`src/rtl/omsp_sha512_digest_reader_pkg.sv`:
```
// SHA512 digest reader shared definitions.
// Holds the readout state encoding and default digest length.
package omsp_sha512_digest_reader_pkg;

    localparam int unsigned SHA512_DIGEST_WORDS = 16;
    localparam int unsigned CNT_W = 4;

    typedef enum logic [2:0] {
        ST_IDLE,
        ST_FETCH,
        ST_SERVE_HI,
        ST_SERVE_LO,
        ST_DONE
    } rd_state_e;

endpackage

```
`src/rtl/omsp_sha512_digest_reader.sv`:
```
// SHA512 digest reader: pulls 32-bit words from the hash core and
// serves them to the CPU as 16-bit halfwords, high half first.
// Ports: clk/rst_n (sync, active-low), start/abort control,
// core_word/core_valid/core_ready core handshake, rd/rd_data/
// data_avail CPU read side, busy/done/underrun status.
module omsp_sha512_digest_reader
    import omsp_sha512_digest_reader_pkg::*;
#(
    parameter int unsigned DIGEST_WORDS = SHA512_DIGEST_WORDS
) (
    input  logic        clk,
    input  logic        rst_n,
    input  logic        start,
    input  logic        abort,
    input  logic [31:0] core_word,
    input  logic        core_valid,
    output logic        core_ready,
    input  logic        rd,
    output logic [15:0] rd_data,
    output logic        data_avail,
    output logic        busy,
    output logic        done,
    output logic        underrun
);

    localparam logic [CNT_W-1:0] LAST_IDX = CNT_W'(DIGEST_WORDS - 1);

    rd_state_e        state_q;
    logic [CNT_W-1:0] cnt_q;
    logic [31:0]      hold_q;
    logic             underrun_q;

    logic last_w;
    logic hs_w;

    assign last_w = (cnt_q == LAST_IDX);

    // Prefetch in SERVE_LO lets the next word land while the low
    // half is consumed, so a continuous rd stream has no bubble.
    always_comb begin
        core_ready = 1'b0;
        if (!abort) begin
            if (state_q == ST_FETCH) begin
                core_ready = 1'b1;
            end else if (state_q == ST_SERVE_LO) begin
                core_ready = rd && !last_w;
            end
        end
    end

    assign hs_w = core_ready && core_valid;

    always_ff @(posedge clk) begin
        if (!rst_n) begin
            state_q    <= ST_IDLE;
            cnt_q      <= '0;
            hold_q     <= '0;
            underrun_q <= 1'b0;
        end else if (abort) begin
            state_q <= ST_IDLE;
        end else begin
            unique case (state_q)
                ST_IDLE, ST_DONE: begin
                    if (start) begin
                        state_q    <= ST_FETCH;
                        cnt_q      <= '0;
                        underrun_q <= 1'b0;
                    end
                end
                ST_FETCH: begin
                    if (rd) begin
                        underrun_q <= 1'b1;
                    end
                    if (hs_w) begin
                        hold_q  <= core_word;
                        state_q <= ST_SERVE_HI;
                    end
                end
                ST_SERVE_HI: begin
                    if (rd) begin
                        state_q <= ST_SERVE_LO;
                    end
                end
                ST_SERVE_LO: begin
                    if (rd) begin
                        // Terminal count stops the counter instead
                        // of letting a 16-word readout wrap to 0.
                        if (last_w) begin
                            state_q <= ST_DONE;
                        end else begin
                            cnt_q <= cnt_q + 1'b1;
                            if (hs_w) begin
                                hold_q  <= core_word;
                                state_q <= ST_SERVE_HI;
                            end else begin
                                state_q <= ST_FETCH;
                            end
                        end
                    end
                end
                default: begin
                    state_q <= ST_IDLE;
                end
            endcase
        end
    end

    always_comb begin
        rd_data = 16'h0000;
        if (state_q == ST_SERVE_HI) begin
            rd_data = hold_q[31:16];
        end else if (state_q == ST_SERVE_LO) begin
            rd_data = hold_q[15:0];
        end
    end

    assign data_avail = (state_q == ST_SERVE_HI) ||
                        (state_q == ST_SERVE_LO);
    assign busy       = (state_q == ST_FETCH) || data_avail;
    assign done       = (state_q == ST_DONE);
    assign underrun   = underrun_q;

endmodule

```
`config.mk`:
```
export PLATFORM = sky130hd
export DESIGN_NAME = omsp_sha512_digest_reader
export DESIGN_NICKNAME = d
export VERILOG_FILES = /design/src/rtl/omsp_sha512_digest_reader_pkg.sv /design/src/rtl/omsp_sha512_digest_reader.sv
export SDC_FILE = /design/constraint.sdc
export NUM_CORES = 1
export LEC_CHECK = 0
export BUFFER_PORTS_ARGS = -buffer_cell sky130_fd_sc_hd__clkbuf_2
export CORE_ASPECT_RATIO = 0.7
export CORE_UTILIZATION = 38
export DETAILED_ROUTE_END_ITERATION = 10
export HOLD_SLACK_MARGIN = 0.15
export PLACE_DENSITY = 0.67
export SYNTH_ARGS = -nofsm -noshare
export SYNTH_HDL_FRONTEND = slang
export SYNTH_SLANG_ARGS = --single-unit
```
`constraint.sdc`:
```
create_clock -name clk -period 4.05 [get_ports clk]
set_input_delay 1.0125 -clock clk [delete_from_list [all_inputs] [get_ports clk]]
set_output_delay 1.0125 -clock clk [all_outputs]
set_load 0.005 [all_outputs]
```
# Word-level counts from Yosys, hierarchy flattened
# Cells that the tools add are included.
[op_classes] add_sub_neg=1 multipliers=0 div_mod_pow=0 n_lt_le_gt_ge=0 eq_ne=11 shifts=0 mux=23 bitwise_logic=2 reduce_logical=15
[ops] cell="$mux W32" count=3
[ops] cell="$pmux W32 S2" count=1
[ops] cell="$mux W16" count=2
[ops] cell="$mux W3" count=5
[ops] cell="$mux W4" count=3
[ops] cell="$ne A2 B2 Y1 const B" count=6
[ops] cell="$pmux W3 S4" count=1
[ops] cell="$reduce_and A4 Y1" count=3
[ops] cell="$pmux W4 S2" count=1
[ops] cell="$eq A3 B2 Y1 const B" count=2
[ops] cell="$reduce_bool A2 Y1" count=3
[ops] cell="$mux W1" count=5
[ops] cell="$reduce_and A5 Y1" count=1
[ops] cell="$add A4 B1 Y4 const B" count=1
[ops] cell="$eq A4 B4 Y1 const B" count=1
[ops] cell="$reduce_or A2 Y1" count=2
[ops] cell="$eq A3 B1 Y1 const B" count=1
[ops] cell="$eq A3 B3 Y1 const B" count=1
[ops] cell="$logic_not A3 Y1" count=1
[ops] cell="$logic_and A1 B1 Y1" count=2
[ops] cell="$logic_or A1 B1 Y1" count=2
[ops] cell="$mux W2" count=1
[ops] cell="$not A1 Y1" count=2
[ops] cell="$pmux W1 S2" count=1
[ops] cell="$logic_not A1 Y1" count=1
[word_totals] register_bits=40 latchBits=0 mem_bits_rw=0 romBits=0 input_bits=38 word_cells=56 mem_count=0

# Depth between registers and ports, before layout
# Gate-level depths: netlist of the first run.
[logic_depth] ltp_word=11 depth_mapped=6 mapped_depth_nobuf=5

# Worst setup path after synthesis of the first run
# No wires, ideal clock.
[synth_timing] kind="input -> output" from="in rd" to="out core_ready" arrival_time_ns=1.340 required_ns=3.038 path_slack_ns=1.698 cell_stages=2 path_cell_list="a21oi_1 > nor3_1"
[synth_via] elab_chain_cells=4
[synth_lines] item="from (decl)" line="omsp_sha512_digest_reader.sv:18" rtl="input logic rd,"
[synth_lines] item="$logic_and A1 B1 Y1" line="omsp_sha512_digest_reader.sv:46" rtl="core_ready = rd && !last_w;"
[synth_lines] item="$mux W1" line="omsp_sha512_digest_reader.sv:45" rtl="end else if (state_q == ST_SERVE_LO) begin"
[synth_lines] item="$mux W1" line="omsp_sha512_digest_reader.sv:43" rtl="if (state_q == ST_FETCH) begin"
[synth_lines] item="$mux W1" line="omsp_sha512_digest_reader.sv:42" rtl="if (!abort) begin"
[synth_lines] item="to (decl)" line="omsp_sha512_digest_reader.sv:17" rtl="output logic core_ready,"
# Every way passes these cells.

# Final worst setup path of the first run
[layout_timing] from="reg state_q[0]" to="out rd_data[13]"
[layout_via] elab_chain_cells=3 word_cells_on_any_way=4 classes_between="eq/ne: 2; mux: 2"
[layout_lines] item="from (decl)" line="omsp_sha512_digest_reader.sv:28" rtl="rd_state_e state_q;"
[layout_lines] item="from (signal assigned)" line="omsp_sha512_digest_reader.sv:55" rtl="state_q <= ST_IDLE;"
[layout_lines] item="from (signal assigned)" line="omsp_sha512_digest_reader.sv:60" rtl="state_q <= ST_IDLE;"
[layout_lines] item="from (signal assigned)" line="omsp_sha512_digest_reader.sv:65" rtl="state_q <= ST_FETCH;"
[layout_lines] item="$eq A3 B2 Y1" line="omsp_sha512_digest_reader.sv:112" rtl="end else if (state_q == ST_SERVE_LO) begin"
[layout_lines] item="$mux W16" line="omsp_sha512_digest_reader.sv:112"
[layout_lines] item="$mux W16 (*)" line="omsp_sha512_digest_reader.sv:110" rtl="if (state_q == ST_SERVE_HI) begin"
[layout_lines] item="to (decl)" line="omsp_sha512_digest_reader.sv:19" rtl="output logic [15:0] rd_data,"
# Mark *: on every way between the ends. The rest lies on a longest branch, timed or not.

==> flow_summary_export.csv, run 1 <==
group,metric,value,unit
timing,setup_tns,0,ns
drt,viasPerCell,4.77,
timing,holdWs,0.457,ns
timing,fmax,359,MHz
synth,yosys_warnings,0,
timing,min_period,2.79,ns
synth,avgSynthCellArea,8.48,um^2
cts,post-cts-setup-buffers,0,
drt,drc,0,
place,io_buffers,58,
worst_setup_path,cp-start-kind,"flip-flop",
power,switching_share,0.228,
grt,antenna_found_initial,0,
drt,totalWireLength,4170,um
drt,drtIter0Drc,107,
hold_path,hold_depth,2,
worst_setup_path,critical_path_arrival,1.77,ns
place,dp_slack,1.43,ns
power,p_leak,0.000944,uW
cts,clk_pin_slew,0.07,ns
worst_setup_path,required,3.04,ns
worst_setup_path,crit_type,"flip-flop to output port",
worst_setup_path,critPathCaptureType,"output port",
place,hpwl,2930,um
cts,clock_latency,0.28,ns
final_layout,n_fill_cell,508,
synth,synth_edf_count,0,
synth,syn_nets,273,
grt,grt_usage,0.158,
worst_setup_path,max_stage_delay,0.73,ns
timing,finalHoldViolCount,0,
outcome,status,"finished, final reports clean",
timing,rsz0062_at_grt,"false",
place,place.gp.congestion,0.889,
cts,ctsHoldBuffers,0,
synth,ys_seq_area_frac,0.404,
worst_setup_path,path_cells,"buf_4, mux2i_1, nor2_1, clkbuf_2",
cts,cts_sinks,40,
cts,cts-resized-gates,0,
synth,syn_area,1980,um^2
synth,synth_seq_cells,40,
drt,num_vias,1708,
worst_setup_path,path_max_fanout,15,
worst_setup_path,slowest_stage,"dfxtp_1",
die,dieWidth,88.4,um
grt,grt_pass1_vias,1535,
die,core-area,4890,um^2
grt,grt_max_degree,37,
timing,postLayoutSetupSlackWorst,1.26,ns
cts,cts_root_buf,"clkbuf_8",
synth,ys_types,34,
synth,synthCells,234,
drt,wl_per_cell,11.6,um
timing,worst_slew_pin_slew,0.771,ns
power,p_clk_frac,0.356,
timing,setup_viol,0,
grt,globalRouteOverflowTotal,0,
worst_setup_path,reg2regPathDepth,4,
timing,slew_violations,0,
drt,ant_nets,0,
synth,async_reset_ff_frac,0,
die,start_util,0.406,
timing,fin_crit_sh,0.688,
final_layout,drive_gt1_frac,0.246,
die,die_area,5520,um^2
power,netSwitchingPower,169,uW
cts,cts-buffers-inserted,5,
timing,clock_skew,0.00602,ns
timing,relSlewSlack,0.486,
die,fp-row-count,21,
final_layout,nets,327,
cts,h-tree-depth,2,
power,finalPower,740,uW
synth,synthFlopType,"dfxtp_1",
final_layout,area_growth,20.6,%
die,die_y,62.5,um
power,peakVddDrop,0.000229,V
power,power_density,310,nW/um^2
cts,clockBufferDepth,2,
grt,grt_pass1_wl,6840,um
die,ios,59,
cts,cts_tree,"yes",
power,pwr-share-seq,0.547,
hold_path,hold_class,"flip-flop to flip-flop",
power,internal-power,571,uW
final_layout,diodes,0,
power,p_comb_frac,0.097,
run,drv_cap,0,
drt,drt_pass1_iterations,4,
## critical path, delay by kind of cell (launching register included)
kind,cells,cell delay [ns]
simple gates,1,0.06
flops,1,0.73
buf+inv,2,0.48
mux,1,0.21
## cell usage after synthesis (all sizes together) (2+ instances only)
cell	number	share of area
mux2i	48	0.24
a21oi	4	0.010
nor3	3	0.013
nand2b	4	0.013
nand3	7	0.020
inv	5	0.0095
nand2	67	0.13
a31oi	2	0.0063
and2	2	0.0063
dfxtp	40	0.40
nor2	22	0.042
buf	7	0.028
nor3b	2	0.010
clkbuf	7	0.013
## cell type report
class	instances	area, um^2	share of cell area
repair buffers	61	313	0.131
inverters	5	18.8	0.00785
flip-flops and latches	40	801	0.335
clock buffers	8	90.1	0.0377
well taps	69	86.3	0.0361
multi-input cells	175	1080	0.453
## sequential cells by signal, summed over array words and instances (netlist names)
| register | flops |
|---|---|
| cnt_q | 4 |
| state_q | 3 |
| hold_q | 32 |
| underrun | 1 |
## through the flow
stage                     utilization  cell area, um^2  std cells
after floorplan                     -             1980        234
after global placement          0.471             2300        350
after detailed placement        0.471             2300        350
after CTS                       0.490             2390        358
after global routing            0.490             2390        358
final                           0.490             2390        358
## kinds of logic after synthesis
| family | count (synthesis) | share of synthesized area |
|---|---|---|
| adders and majority gates | 1 | 0.00630 |
| and+or+nand+nor | 112 | 0.248 |
| AOI/OAI and AO/OA | 13 | 0.0448 |
| buffers and inverters | 19 | 0.0504 |
| DFF | 40 | 0.404 |
| muxes | 48 | 0.242 |
| xor gates and xnor gates | 1 | 0.00441 |
## cell usage in the layout, fill, tap and decap left out, drive strengths merged
master	count
a211oi	1
a21oi	4
a221o	1
a31o	1
a31oi	2
and2	2
and3	1
buf	3
clkbuf	66
dfxtp	40
ha	1
inv	5
mux2i	48
nand2	67
nand2b	4
nand3	7
nand4	1
nor2	22
nor2b	1
nor3	3
nor3b	2
nor4bb	1
o21ai	1
o311ai	1
o31ai	1
o41ai	1
or3	1
xor2	1
## power by group through the flow
stage,logic (uW),registers [uW],clock network (uW)
after CTS,72.6,405,273
final,71.9,405,264
after floorplan,46.8,411,0
after global routing,80.0,406,293
after detailed placement,72.3,414,0
after global placement,71.8,414,0
## routing by layer
metal | share of wire | up-vias | global-route usage
met5 | 0 | - | 0
met4 | 0.0091 | 0 | 0.0363
met3 | 0.065 | 5 | 0.0462
met2 | 0.42 | 56 | 0.244
met1 | 0.50 | 753 | 0.215
li1 | - | 894 | -
## path summary, 6_finish.rpt
check        startpoint     endpoint  slack (ns)
max          state_q[0]  rd_data[13]        1.26
min          hold_q[21]   hold_q[21]        0.46
max reg2reg  state_q[0]   hold_q[24]        2.01
min reg2reg  hold_q[21]   hold_q[21]        0.46
(Power assumes the default switching activity.)
==> inputs of run 2 (changes only) <==
- ABC_AREA: not set -> 1
- PLACE_DENSITY: 0.67 -> 0.68
- clock period: 4.05 -> 2.8 ns (I/O delays scaled with it)
==> run 2 against run 1 <==
Against the previous run:
- the run now ends with DRC left
- non-clock buffer count is 1 lower
- design area down 7.9%
- sequential share of layout area increased by 2.9 points
- register-to-register slack lost 1.2 ns
- combinational power grew 52%
- hold slack worse by 0.00074 ns
- synthesized cell count up 3.0%
- cell count is 2.2% lower
- utilization grew 0.80 points
- first-iteration DRC count shrank 40%
- die area decreased by 9.8%
- total power increased by 49%
- critical endpoint is now rd_data[6]
==> flow_summary_export.csv, run 2 <==
group,metric,value,unit
worst_setup_path,slowest_stage,"nand3_1",
power,internal-power,848,uW
outcome,status,"finished with violations",
worst_setup_path,critPathCaptureType,"output port",
place,place.gp.congestion,0.845,
die,die_y,59.4,um
die,start_util,0.403,
final_layout,reg_top3,"hold_q x32, cnt_q x4, state_q x3",
synth,async_reset_ff_frac,0,
timing,fmax,381,MHz
timing,min_period,2.62,ns
outcome,failed_checks,"DRC",
final_layout,regMostFlops,"hold_q",
power,netSwitchingPower,253,uW
final_layout,layout_common_cells,"58 x clkbuf_2, 44 x inv_1, 40 x dfxtp_1",
drt,wl_per_cell,11.2,um
worst_setup_path,crit_buf_inv,2,
worst_setup_path,max_stage_delay,0.52,ns
power,power_density,500,nW/um^2
synth,yosys_warnings,0,
place,dp_slack,0.514,ns
worst_setup_path,crit_type,"flip-flop to output port",
final_layout,largest_reg_flops,32,
cts,cts_root_buf,"clkbuf_8",
cts,cts-resized-gates,0,
power,p_comb_frac,0.099,
final_layout,nets,334,
timing,finalHoldViolCount,0,
grt,antenna_found_initial,0,
synth,synth.area.top_cells,"dfxtp_1 45%, a21oi_1 11%, o21ai_0 9.8%",
timing,setup_viol,0,
timing,rsz0062_at_grt,"false",
worst_setup_path,path_max_fanout,17,
worst_setup_path,crit_family,"simple AND/OR/NAND/NOR gates",
grt,globalRouteOverflowTotal,0,
power,finalPower,1100,uW
grt,grt_usage,0.169,
worst_setup_path,path_cells,"inv_1, nand3_1, o22ai_1, clkbuf_2",
synth,synth_edf_count,0,
cts,cts-buffers-inserted,5,
power,peakVddDrop,0.000189,V
power,switching_share,0.230,
drt,ant_nets,0,
grt,grt_pass1_wl,6580,um
cts,clk_pin_slew,0.07,ns
final_layout,area_growth,23.4,%
power,p_clk_frac,0.365,
worst_setup_path,cp-start-kind,"flip-flop",
cts,h-tree-depth,2,
final_layout,diodes,0,
timing,worst_slew_pin_slew,0.738,ns
final_layout,fin_util,0.497,
synth,yosysTopAreaCell,"dfxtp_1",
drt,drc,4,
synth,synthFlopType,"dfxtp_1",
timing,fin_crit_sh,0.937,
die,die_area,4980,um^2
synth,syn_nets,280,
final_layout,layout_commonest_cell,"clkbuf_2",
timing,postLayoutSetupSlackWorst,0.178,ns
cts,clock_latency,0.28,ns
synth,avgSynthCellArea,7.41,um^2
die,dieWidth,83.9,um
cts,clockBufferDepth,2,
die,fp-row-count,20,
drt,totalWireLength,3910,um
drt,drt_pass1_iterations,7,
synth,synth_top_cell_area_share,0.448,
hold_path,hold_class,"flip-flop to flip-flop",
power,p_leak,0.000922,uW
drt,drtIter0Drc,64,
timing,setup_tns,0,ns
place,placed_cell_area,2110,um^2
drt,num_vias,1700,
cts,cts_sinks,40,
die,core-area,4430,um^2
worst_setup_path,rrSetupSlack,0.78,ns
cts,cts_tree,"yes",
cts,post-cts-setup-buffers,0,
synth,ys_seq_area_frac,0.448,
grt,grt_max_degree,46,
cts,ctsHoldBuffers,0,
synth,syn_area,1790,um^2
synth,ys_types,23,
drt,viasPerCell,4.86,
run,drv_cap,0,
worst_setup_path,required,2.10,ns
final_layout,final_area,2200,um^2
final_layout,drive_gt1_frac,0.254,
timing,slew_violations,0,
synth,synth_seq_cells,40,
grt,grt_pass1_vias,1494,
synth,synth_most_common_cell,"inv_1",
worst_setup_path,critical_path_arrival,1.92,ns
place,hpwl,2860,um
timing,clock_skew,0.00393,ns
place,io_buffers,58,
synth,synthCells,241,
synth,synth_common_cells,"44 x inv_1, 40 x dfxtp_1, 39 x a21oi_1",
die,ios,59,
timing,relSlewSlack,0.507,
power,pwr-share-seq,0.535,
-- run 2: changes by cell type in the layout (fill, tap and decap cells not counted), sizes merged, moves of 16 or more --
cell,delta
o21ai,+34
inv,+40
a21oi,+36
mux2i,-48
o22ai,+16
nand2,-44
-- run 2: layer usage --
layer / GRT usage / wire, um / vias to the layer above
li1: - / - / 899
met1: 0.231 / 2040 / 755
met2: 0.260 / 1630 / 41
met3: 0.0446 / 203 / 5
met4: 0.0665 / 38 / 0
met5: 0 / 0 / -
-- run 2: worst min-delay path, stage by stage (launching register included) --
cell and delay [ns]:
dfxtp_1 0.30, inv_1 0.06, a21oi_1 0.05
-- run 2: layout make-up --
type | instances | area (um^2)
Sequential cell | 40 | 801
Timing Repair Buffer | 60 | 318
Inverter | 45 | 169
Fill cell | 460 | 2230
Clock buffer | 7 | 96.3
Multi-Input combinational cell | 143 | 751
Tap cell | 55 | 68.8
-- run 2: metrics by stage --
| step | std cells | hold slack [ns] |
|---|---|---|
| global placement | 343 | 0.441 |
| CTS | 350 | 0.458 |
| detailed placement | 343 | 0.447 |
| finish | 350 | 0.457 |
| global route | 350 | 0.474 |
| floorplan | 241 | 0.429 |
-- run 2: cell families after synthesis --
group                    after synthesis  synth area share
AO/OA/AOI/OAI                         92             0.277
adder cells (fa/ha/maj)                1           0.00701
buffers and inverters                 58             0.131
flip-flops                            40             0.448
AND/OR/NAND/NOR                       50             0.137
-- run 2: final timing paths --
path                   start         end  cells past startpoint
setup / recovery  state_q[2]  rd_data[6]                      4
hold / removal    hold_q[13]  hold_q[13]                      2
setup reg to reg  state_q[2]    cnt_q[2]                      8
hold reg to reg   hold_q[13]  hold_q[13]                      2
-- run 2: power by group through the flow --
| stage | clock [uW] | sequential [uW] | combinational [uW] |
|---|---|---|---|
| 2_1_floorplan | 0 | 602 | 65.7 |
| 3_3_place_gp | 0 | 602 | 111 |
| 3_5_place_dp | 0 | 603 | 109 |
| 4_1_cts | 413 | 590 | 110 |
| 5_1_grt | 434 | 591 | 125 |
| 6_report | 402 | 590 | 109 |
==> inputs of run 3 (changes only) <==
- CORE_ASPECT_RATIO: 0.7 -> 1.75
- CORE_MARGIN: not set -> 3
==> run 3 against run 2 <==
Against the previous run:
- the flow now finishes without violations
- sequential power hardly changed
- hold slack hardly changed
- sequential share of layout area is 0.16 points lower
- first-iteration DRC count is 3.1% lower
==> flow_summary_export.csv, run 3 (same netlist as run 2, synthesis figures left out) <==
group,metric,value,unit
die,core-area,4480,um^2
power,peakVddDrop,0.000431,V
final_layout,regMostFlops,"hold_q",
timing,holdWs,0.456,ns
worst_setup_path,reg2regPathDepth,10,
final_layout,final_area,2210,um^2
grt,grt_max_degree,36,
worst_setup_path,slowest_stage,"nand2_1",
outcome,status,"finished, final reports clean",
timing,setup_tns,0,ns
final_layout,final_cells,348,
worst_setup_path,cp-start-kind,"flip-flop",
power,p_leak,0.000928,uW
power,pwr-share-seq,0.502,
cts,h-tree-depth,2,
worst_setup_path,required,2.10,ns
grt,globalRouteOverflowTotal,0,
final_layout,reg_top3,"hold_q x32, cnt_q x4, state_q x3",
timing,finalHoldViolCount,0,
hold_path,hold_class,"flip-flop to flip-flop",
timing,relSlewSlack,0.555,
worst_setup_path,rr_startpoint,"cnt_q[0]",
cts,ctsHoldBuffers,0,
cts,cts_root_buf,"clkbuf_8",
cts,clock_latency,0.30,ns
cts,cts_sinks,40,
cts,cts_tree,"yes",
timing,rsz0062_at_grt,"false",
timing,fin_crit_sh,0.887,
place,placed_cell_area,2100,um^2
die,fp-row-count,32,
worst_setup_path,max_stage_delay,0.43,ns
drt,wl_per_cell,12.4,um
run,drv_cap,0,
power,power_density,530,nW/um^2
hold_path,whs_endpoint,"hold_q[18]",
final_layout,drive_gt1_frac,0.259,
final_layout,largest_reg_flops,32,
cts,cts-buffers-inserted,5,
hold_path,min_from,"hold_q[18]",
worst_setup_path,path_max_fanout,17,
final_layout,nets,335,
timing,clock_skew,0.00934,ns
die,start_util,0.398,
worst_setup_path,path_cells,"inv_1, nor2_1, nand2_1, o22ai_1, clkbuf_2",
worst_setup_path,reg2reg_to,"state_q[0]",
timing,postLayoutSetupSlackWorst,0.317,ns
die,die_area,5590,um^2
die,dieWidth,57.8,um
hold_path,hold_depth,2,
worst_setup_path,critPathCaptureType,"output port",
grt,grt_usage,0.165,
place,io_buffers,58,
drt,drt_pass1_iterations,4,
worst_setup_path,rrSetupSlack,1.13,ns
drt,num_vias,1738,
final_layout,diodes,0,
worst_setup_path,crit_type,"flip-flop to output port",
drt,totalWireLength,4320,um
final_layout,area_growth,24.0,%
place,place.gp.congestion,0.837,
grt,grt_pass1_vias,1645,
timing,worst_slew_pin_slew,0.665,ns
power,internal-power,896,uW
drt,drtIter0Drc,62,
grt,antenna_found_initial,0,
die,die_y,96.7,um
die,ios,59,
place,hpwl,3160,um
power,switching_share,0.236,
final_layout,layout_common_cells,"58 x clkbuf_2, 44 x inv_1, 40 x dfxtp_1",
cts,clk_pin_slew,0.07,ns
drt,viasPerCell,4.99,
cts,cts-resized-gates,0,
power,netSwitchingPower,277,uW
timing,setup_viol,0,
grt,grt_pass1_wl,7160,um
timing,min_period,2.48,ns
cts,clockBufferDepth,2,
final_layout,layout_commonest_cell,"clkbuf_2",
worst_setup_path,critical_path_arrival,1.78,ns
cts,post-cts-setup-buffers,0,
place,dp_slack,0.665,ns
drt,ant_nets,0,
place,dp_cells,340,
drt,drc,0,
timing,slew_violations,0,
power,p_comb_frac,0.093,
power,p_clk_frac,0.405,
timing,fmax,403,MHz
==> run 3: changes by cell type in the layout (fill, tap and decap cells not counted) <==
| cell | change |
|---|---|
| clkinv_4 | +2 |
| buf_4 | +2 |
| buf_12 | -1 |
| bufinv_16 | +1 |
| clkbuf_8 | -2 |
==> run 3: power by group through the flow <==
stage               Clock, uW  Sequential [uW]  Combinational [uW]
finish                    475              589                 110
global route              512              592                 126
CTS                       495              590                 111
detailed placement          0              603                 110
global placement            0              603                 109
floorplan                   0              602                65.7
==> run 3: worst max path at each step <==
stage	startpoint	endpoint	slack, ns	cells past startpoint
after detailed placement	state_q[1]	rd_data[2]	0.67	5
final	state_q[1]	rd_data[7]	0.32	5
after CTS	state_q[1]	rd_data[2]	0.33	5
after global placement	state_q[1]	rd_data[8]	0.68	5
after floorplan	state_q[2]	rd_data[10]	1.02	5
after global routing	state_q[1]	rd_data[8]	0.12	5
==> run 3: critical path: cells and delay by family, from the launching register on <==
kind,cells,cell delay [ns]
buffers and inverters,2,0.25
AND/OR/NAND/NOR,2,0.59
AO/OA/AOI/OAI,1,0.30
flip-flops,1,0.35
==> run 3: metal layers <==
metal  up-vias  part of all wire  track usage
li1        906                 -            -
met1       781              0.40        0.177
met2        42              0.53        0.286
met3         9             0.048       0.0401
met4         0             0.026       0.0893
met5         -                 0            0
==> run 3: per-stage QoR <==
step           total power [uW]   util
5_1_grt                    1230  0.494
6_report                   1170  0.494
3_3_place_gp                712  0.468
3_5_place_dp                713  0.468
2_1_floorplan               668      -
4_1_cts                    1200  0.494
==> run 3: final cells by class <==
| cell class | instances | area (um^2) |
|---|---|---|
| Fill cell | 486 | 2270 |
| Timing Repair Buffer | 61 | 313 |
| Tap cell | 51 | 63.8 |
| Inverter | 45 | 169 |
| Clock inverter | 3 | 47.5 |
| Clock buffer | 5 | 68.8 |
| Sequential cell | 40 | 801 |
| Multi-Input combinational cell | 143 | 751 |
